## src/rtl/pipe_add.sv

```systemverilog
// pipe_add: segmented, pipelined WIDTH-bit adder/subtractor with valid/ready
// handshakes on both sides. Each of the STAGES stages adds one WIDTH/STAGES-bit
// segment and passes its carry to the next stage through a register.
// The last stage register drives the output beat directly.
// Optional build macro: PIPE_ADD_SAT_EN. When it is defined, an overflowing
// result saturates to the signed max/min. When it is not defined, the result
// wraps.
module pipe_add #(
    parameter int WIDTH  = 24,
    parameter int STAGES = 3
) (
    input  logic             clk,
    input  logic             rst_n,
    input  logic             in_valid,
    output logic             in_ready,
    input  logic [WIDTH-1:0] in_a,
    input  logic [WIDTH-1:0] in_b,
    input  logic             in_cin,
    input  logic             in_sub,
    output logic             out_valid,
    input  logic             out_ready,
    output logic [WIDTH-1:0] out_sum,
    output logic             out_cout,
    output logic             out_ofl,
    output logic             out_zero,
    output logic             out_neg
);

    localparam int SEG = WIDTH / STAGES;

    // Stage registers. After stage k loads, sum segments 0..k are final.
    // a/b carry the full operands along (b already inverted for subtract).
    logic             v_q [STAGES];
    logic [WIDTH-1:0] a_q [STAGES];
    logic [WIDTH-1:0] b_q [STAGES];
    logic [WIDTH-1:0] s_q [STAGES];
    logic             c_q [STAGES];

    // Per-stage source operands: the input port for stage 0, else the previous stage.
    logic             src_v [STAGES];
    logic [WIDTH-1:0] src_a [STAGES];
    logic [WIDTH-1:0] src_b [STAGES];
    logic [WIDTH-1:0] src_s [STAGES];
    logic             src_c [STAGES];

    // Handshake: en = stage may load this cycle, go = stage contents move on.
    logic             en [STAGES];
    logic             go [STAGES];

    genvar gi;
    generate
        for (gi = 0; gi < STAGES; gi++) begin : g_stage
            logic [SEG:0]     seg_sum;
            logic [WIDTH-1:0] s_nxt;

            if (gi == 0) begin : g_src_in
                assign src_v[gi] = in_valid;
                assign src_a[gi] = in_a;
                assign src_b[gi] = in_sub ? ~in_b : in_b;
                assign src_s[gi] = '0;
                assign src_c[gi] = in_cin;
            end else begin : g_src_prev
                assign src_v[gi] = v_q[gi-1];
                assign src_a[gi] = a_q[gi-1];
                assign src_b[gi] = b_q[gi-1];
                assign src_s[gi] = s_q[gi-1];
                assign src_c[gi] = c_q[gi-1];
            end

            // The last stage drains to the consumer. Every other stage drains
            // into its successor. The ready chain lets bubbles collapse.
            if (gi == STAGES - 1) begin : g_go_out
                assign go[gi] = v_q[gi] && out_ready;
            end else begin : g_go_mid
                assign go[gi] = v_q[gi] && en[gi+1];
            end
            assign en[gi] = !v_q[gi] || go[gi];

            // This stage's segment add, with the carry registered by the previous stage.
            assign seg_sum = {1'b0, src_a[gi][gi*SEG +: SEG]}
                           + {1'b0, src_b[gi][gi*SEG +: SEG]}
                           + {{SEG{1'b0}}, src_c[gi]};

            // Insert the new sum segment into the partial sum that rides along.
            always_comb begin
                s_nxt                 = src_s[gi];
                s_nxt[gi*SEG +: SEG]  = seg_sum[SEG-1:0];
            end

            // Stage register: the valid bit follows its source whenever the stage may load.
            // Data is only captured for real beats.
            always_ff @(posedge clk or negedge rst_n) begin
                if (!rst_n) begin
                    v_q[gi] <= 1'b0;
                    a_q[gi] <= '0;
                    b_q[gi] <= '0;
                    s_q[gi] <= '0;
                    c_q[gi] <= 1'b0;
                end else if (en[gi]) begin
                    v_q[gi] <= src_v[gi];
                    if (src_v[gi]) begin
                        a_q[gi] <= src_a[gi];
                        b_q[gi] <= src_b[gi];
                        s_q[gi] <= s_nxt;
                        c_q[gi] <= seg_sum[SEG];
                    end
                end
            end
        end
    endgenerate

    logic [WIDTH-1:0] raw_sum;
    logic [WIDTH-1:0] fin_sum;
    logic             a_msb;
    logic             b_msb;
    logic             raw_ofl;

    assign raw_sum = s_q[STAGES-1];
    assign a_msb   = a_q[STAGES-1][WIDTH-1];
    assign b_msb   = b_q[STAGES-1][WIDTH-1];
    assign raw_ofl = (a_msb == b_msb) && (raw_sum[WIDTH-1] != a_msb);

`ifdef PIPE_ADD_SAT_EN
    localparam logic [WIDTH-1:0] SMAX = {1'b0, {(WIDTH-1){1'b1}}};
    localparam logic [WIDTH-1:0] SMIN = {1'b1, {(WIDTH-1){1'b0}}};

    // On overflow, clamp toward the sign of A (both operands share that sign).
    always_comb begin
        fin_sum = raw_sum;
        if (raw_ofl) begin
            fin_sum = a_msb ? SMIN : SMAX;
        end
    end
`else
    // Without saturation, the result is the wrapped raw sum.
    always_comb begin
        fin_sum = raw_sum;
    end
`endif

    // Output fields come straight from the last stage register. They hold while
    // it is stalled, and they read as zero while in reset.
    assign in_ready  = en[0];
    assign out_valid = v_q[STAGES-1];
    assign out_sum   = fin_sum;
    assign out_cout  = c_q[STAGES-1];
    assign out_ofl   = raw_ofl;
    assign out_zero  = v_q[STAGES-1] && (fin_sum == '0);
    assign out_neg   = fin_sum[WIDTH-1];

endmodule

```

## config.mk

```make
export PLATFORM = sky130hd
export DESIGN_NAME = pipe_add
export DESIGN_NICKNAME = d
export VERILOG_FILES = /design/src/rtl/pipe_add.sv
export SDC_FILE = /design/constraint.sdc
export NUM_CORES = 1
export LEC_CHECK = 0
export ABC_AREA = 0
export CORE_MARGIN = 10
export CORE_UTILIZATION = 54
export DETAILED_ROUTE_END_ITERATION = 10
export GPL_TIMING_DRIVEN = 0
export PLACE_DENSITY = 0.85
export REMOVE_ABC_BUFFERS = 1
export SLEW_MARGIN = 10
export SYNTH_ARGS = -nofsm -noshare
export SYNTH_HDL_FRONTEND = slang
export SYNTH_SLANG_ARGS = --single-unit
```

## constraint.sdc

```tcl
create_clock -name clk -period 3.2 [get_ports clk]
set_clock_uncertainty 0.15 [all_clocks]
set_input_delay 0.48 -clock clk [delete_from_list [all_inputs] [get_ports clk]]
set_output_delay 0.48 -clock clk [all_outputs]
set_load 0.005 [all_outputs]
```

---- Yosys cells after proc, flatten, opt, wreduce, memory -nomap -nowiden ----
Index checks and enable logic that the tools add are counted.
word-level totals
  register bits after elaboration ......... 198
  latch bits .............................. 0
  bits in writable memories ............... 0
  bits in read-only memories .............. 0
  bits of input ports ..................... 54
  output and inout bits ................... 30
  word-level logic and storage cells ...... 40
  memories kept ........................... 0
operators by class
  $add $sub $neg .......................... 6
  multiply operators ...................... 0
  divide/modulo/power cells ............... 0
  order comparisons ....................... 0
  equal/unequal tests ..................... 2
  shift operators ......................... 0
  muxes and demuxes ....................... 1
  bitwise gates (word level) .............. 1
  reductions and logical operators ........ 15
operators with widths
  cell                                    count
  8-bit by 8-bit adder with 9-bit output  3
  9-bit by 1-bit adder with 9-bit output  3
  24-bit zero test                        1
  24-bit 2-to-1 mux                       1
  24-bit NOT                              1
  2-bit AND reduction                     3
  1-bit logical AND                       5
  1-bit zero test                         3
  1-bit logical OR                        3
  1-bit == test                           1
  1-bit inequality test                   1

---- Logic depth before layout (Yosys ltp) ----
  depth in word-level cells ............... 7
  depth in mapped cells ................... 10
  depth with buffers taken out ............ 8

---- Worst setup path before layout ----
No wires, ideal clock.
  path type ............................... in2reg
  from .................................... input in_sub
  to ...................................... register s_q, in the netlist g_stage[1].s_nxt[6]
  library setup time ...................... 126 ps
  arrival ................................. 2359 ps
  setup slack ............................. 565 ps
  cell stages on the path ................. 10
  cell sequence ........................... buf_2 buf_2 xnor2_1 fa_1 inv_1 fa_1 a211oi_1 o21bai_1 a211oi_1 o21ai_1
on the way
  longest elaborated chain between the ends .. 3
ends and longest elaborated chain
  what                                    RTL line  RTL
  start: declaration                      19        input logic in_sub,
  24-bit 2-to-1 mux                       59        assign src_b[gi] = in_sub ? ~in_b : in_b;
  8-bit by 8-bit adder with 9-bit output  81        + {1'b0, src_b[gi][gi*SEG +: SEG]}
  9-bit by 1-bit adder with 9-bit output  82        + {{SEG{1'b0}}, src_c[gi]};
  end signal: indexed assignment          104       s_q[gi] <= s_nxt;
  end: declaration                        36        logic [WIDTH-1:0] s_q [STAGES];
No other way between the ends.
A chain may end at the register's enable or synchronous reset.

---- Worst setup path in the final report ----
Same ends and word-level chain as after synthesis.

==> flow_metrics.env <==
export IMPL_crit_path_max_fanout=24
export IMPL_yosys_top_cells_area="dfrtp_1 50%, nand2_1 17%, ha_1 5.1%"
export IMPL_clk_pin_slew_worst_paths_ns=0.10
export IMPL_synthMostInstantiatedCell="nand2_1"
export IMPL_finalSetupViolations=0
export IMPL_synth_flop_cell="dfrtp_1"
export IMPL_tightest_slew_ns=1.06
export IMPL_max_stage_delay_ns=0.57
export IMPL_finalSetupTns_ns=0
export IMPL_synthTopCellsByCount="229 x nand2_1, 104 x dfrtp_1, 32 x o21ai_0"
export IMPL_antenna_found_initial=0
export IMPL_total_power_uw=4360
export IMPL_irDropWorstVdd_v=0.000306
export IMPL_crit_required_ns=3.29
export IMPL_die_y_um=118
export IMPL_drt_iter0_drc=295
export IMPL_status="complete, but fails checks"
export IMPL_p_sw_uw=1430
export IMPL_cts_setup_buffers=0
export IMPL_combPwrFrac_pct=33.0
export IMPL_p_per_area_nw_per_um2=688
export IMPL_place_inst=757
export IMPL_synth_top_area_share_pct=50.1
export IMPL_cts_max_level=3
export IMPL_drt_pass1_iterations=4
export IMPL_core_area_um2=9280
export IMPL_vias=4235
export IMPL_start_kind="input pin"
export IMPL_numCtsBuffers=9
export IMPL_gp_congestion=0.851
export IMPL_clockBufferDepth=2
export IMPL_areaGrowthSynthToFinish_pct=22.1
export IMPL_vias_per_cell=5.49
export IMPL_syn_area_um2=5190
export IMPL_start_util_pct=55.9
export IMPL_n_antenna_cell=0
export IMPL_pre_cts_ws_ns=0.123
export IMPL_maxCapViolCount=0
export IMPL_fill_cells=740
export IMPL_avgSynthCellArea_um2=9.16
export IMPL_final_nets=720
export IMPL_grt_max_degree=62
export IMPL_die_area_um2=13900
export IMPL_clkLatencyLatePin_ns=0.36
export IMPL_dp_hpwl_um=8640
export IMPL_wl_per_cell_um=15.8
export IMPL_slew_headroom_pct=29.1
export IMPL_ant_nets=0
export IMPL_worst_setup_path_type="in -> reg"
export IMPL_slew_violations=0
export IMPL_io_buffer_count=83
export IMPL_critPathCaptureType="register"
export IMPL_hold_violations=5
export IMPL_die_width_um=118
export IMPL_num_io_pins=84
export IMPL_post_route_util_pct=68.3
export IMPL_violations="negative hold slack"
export IMPL_p_sw_share_pct=32.8
export IMPL_crit_chain="buf_2, xnor2_1, fa_1, inv_1, fa_1, a211oi_1, o21bai_1, a211oi_1, o21ai_1"
export IMPL_yosysSeqAreaShare_pct=50.1
export IMPL_p_leak_uw=0.00300
export IMPL_arrival_ns=2.81
export IMPL_hold_path_class="in -> async"
export IMPL_grt_pass1_vias=4399
export IMPL_rr_startpoint="a_q[40]"
export IMPL_cts_tree="done"
export IMPL_ctsResizeCount=0
export IMPL_cts_root_buf="clkbuf_8"
export IMPL_final_cells=772
export IMPL_yosysTopAreaCell="dfrtp_1"
export IMPL_cts_sinks=104
export IMPL_fmax_ghz=0.368
export IMPL_grt_first_pass_wirelength_um=20900
export IMPL_netlist_instances=567
export IMPL_cpMaxStageDelayCell="buf_2"
export IMPL_synth_warnings=0
export IMPL_fin_crit_sh_pct=85.0
export IMPL_fin_crit_ns=2.72
export IMPL_yosysUniqueCellTypes=52
export IMPL_whs_ns=-0.00800
export IMPL_rsz0062_at_grt="no"
export IMPL_r2r_slack_ns=0.53
export IMPL_synth_seq_cells=104
export IMPL_cts_hold_buf=0
export IMPL_synthArstFlopShare_pct=100
export IMPL_grt_overflow_total=0
export IMPL_rows=35
export IMPL_grt_use_total_pct=17.8
export IMPL_drive_gt1_share_pct=4.20
export IMPL_reg2reg_to="out_cout"
export IMPL_totalWireLength_um=12200
export IMPL_p_clk_share_pct=22.6
export IMPL_route_detailed_drc=0
export IMPL_worst_slack_ns=0.481
export IMPL_reg2reg_depth=6
export IMPL_internal_power_uw=2930
export IMPL_p_seq_share_pct=44.4
export IMPL_synth_edff_count=0
==> how the worst max path moves through the flow <==
stage | cells past startpoint | to | slack (ns) | startpoint
floorplan | 6 | out_cout | 0.82 | a_q[40]
global placement | 1 | a_q[58] | -2.19 | rst_n
detailed placement | 9 | g_stage[1].s_nxt[6] | 0.12 | in_sub
CTS | 9 | g_stage[1].s_nxt[6] | 0.46 | in_sub
global route | 9 | g_stage[1].s_nxt[6] | 0.32 | in_sub
finish | 9 | g_stage[1].s_nxt[6] | 0.48 | in_sub
==> cell families after synthesis <==
group / count (synthesis) / share of synthesized area [%]
compound gates: 91 / 11.6
mux: 1 / 0.193
fa+ha+maj: 27 / 7.38
buf+inv: 33 / 2.89
simple gates: 282 / 22.9
flops: 104 / 50.1
xor+xnor: 29 / 4.89
==> worst max-delay path, delay by kind of cell <==
family,cells,cell delay [ns]
AOI/OAI and AO/OA,4,0.84
adders and majority gates,2,0.63
buffers and inverters,2,0.62
xor gates and xnor gates,1,0.21
==> stage by stage <==
stage,cell area [µm²],hold slack (ns)
after global routing,6340,0.0373
after detailed placement,6090,0.305
final,6340,-0.00800
after global placement,6070,0.294
after floorplan,5080,0.0344
after CTS,6330,0.0211
==> state kept, by name, summed over array words and instances, names as in the netlist <==
register       count
b_msb              1
c_q                2
out_cout           1
a_msb              1
out_valid          1
out_sum           24
src_v              2
a_q               24
g_stage.s_nxt     24
b_q               24
==> power by group through the flow <==
stage	clock [µW]	sequential (µW)	combinational, µW
6_report	984	1940	1440
5_1_grt	1040	1980	1620
4_1_cts	993	1930	1450
3_5_place_dp	0	1960	1440
3_3_place_gp	0	1940	1370
2_1_floorplan	0	1900	789
==> cells in the final DEF, fill, tap and decap left out, types with 7 or more instances in the layout <==
cell type and instances:
xnor2_1 20, o21ai_0 32, clkdlybuf4s50_1 81, nor2_1 8
clkbuf_8 10, dfrtp_1 104, ha_1 21, nand2b_1 7
nand2_1 228, a21oi_1 8, xor2_1 9, inv_1 9
==> routing by layer <==
metal  GRT usage [%]  wire (µm)
met5               0          0
met4            5.72        284
met3            5.37        686
met2            31.0       6220
met1            20.4       5020
==> layout make-up <==
class / count / area [µm²] / share of cell area, %
Clock buffer: 10 / 138 / 2.17
Timing Repair Buffer: 84 / 851 / 13.4
Sequential cell: 104 / 2600 / 41.1
Tap cell: 129 / 161 / 2.55
Inverter: 10 / 37.5 / 0.592
Clock inverter: 5 / 104 / 1.64
Multi-Input combinational cell: 430 / 2440 / 38.6
Note: power is estimated with default switching activity, not from simulation.
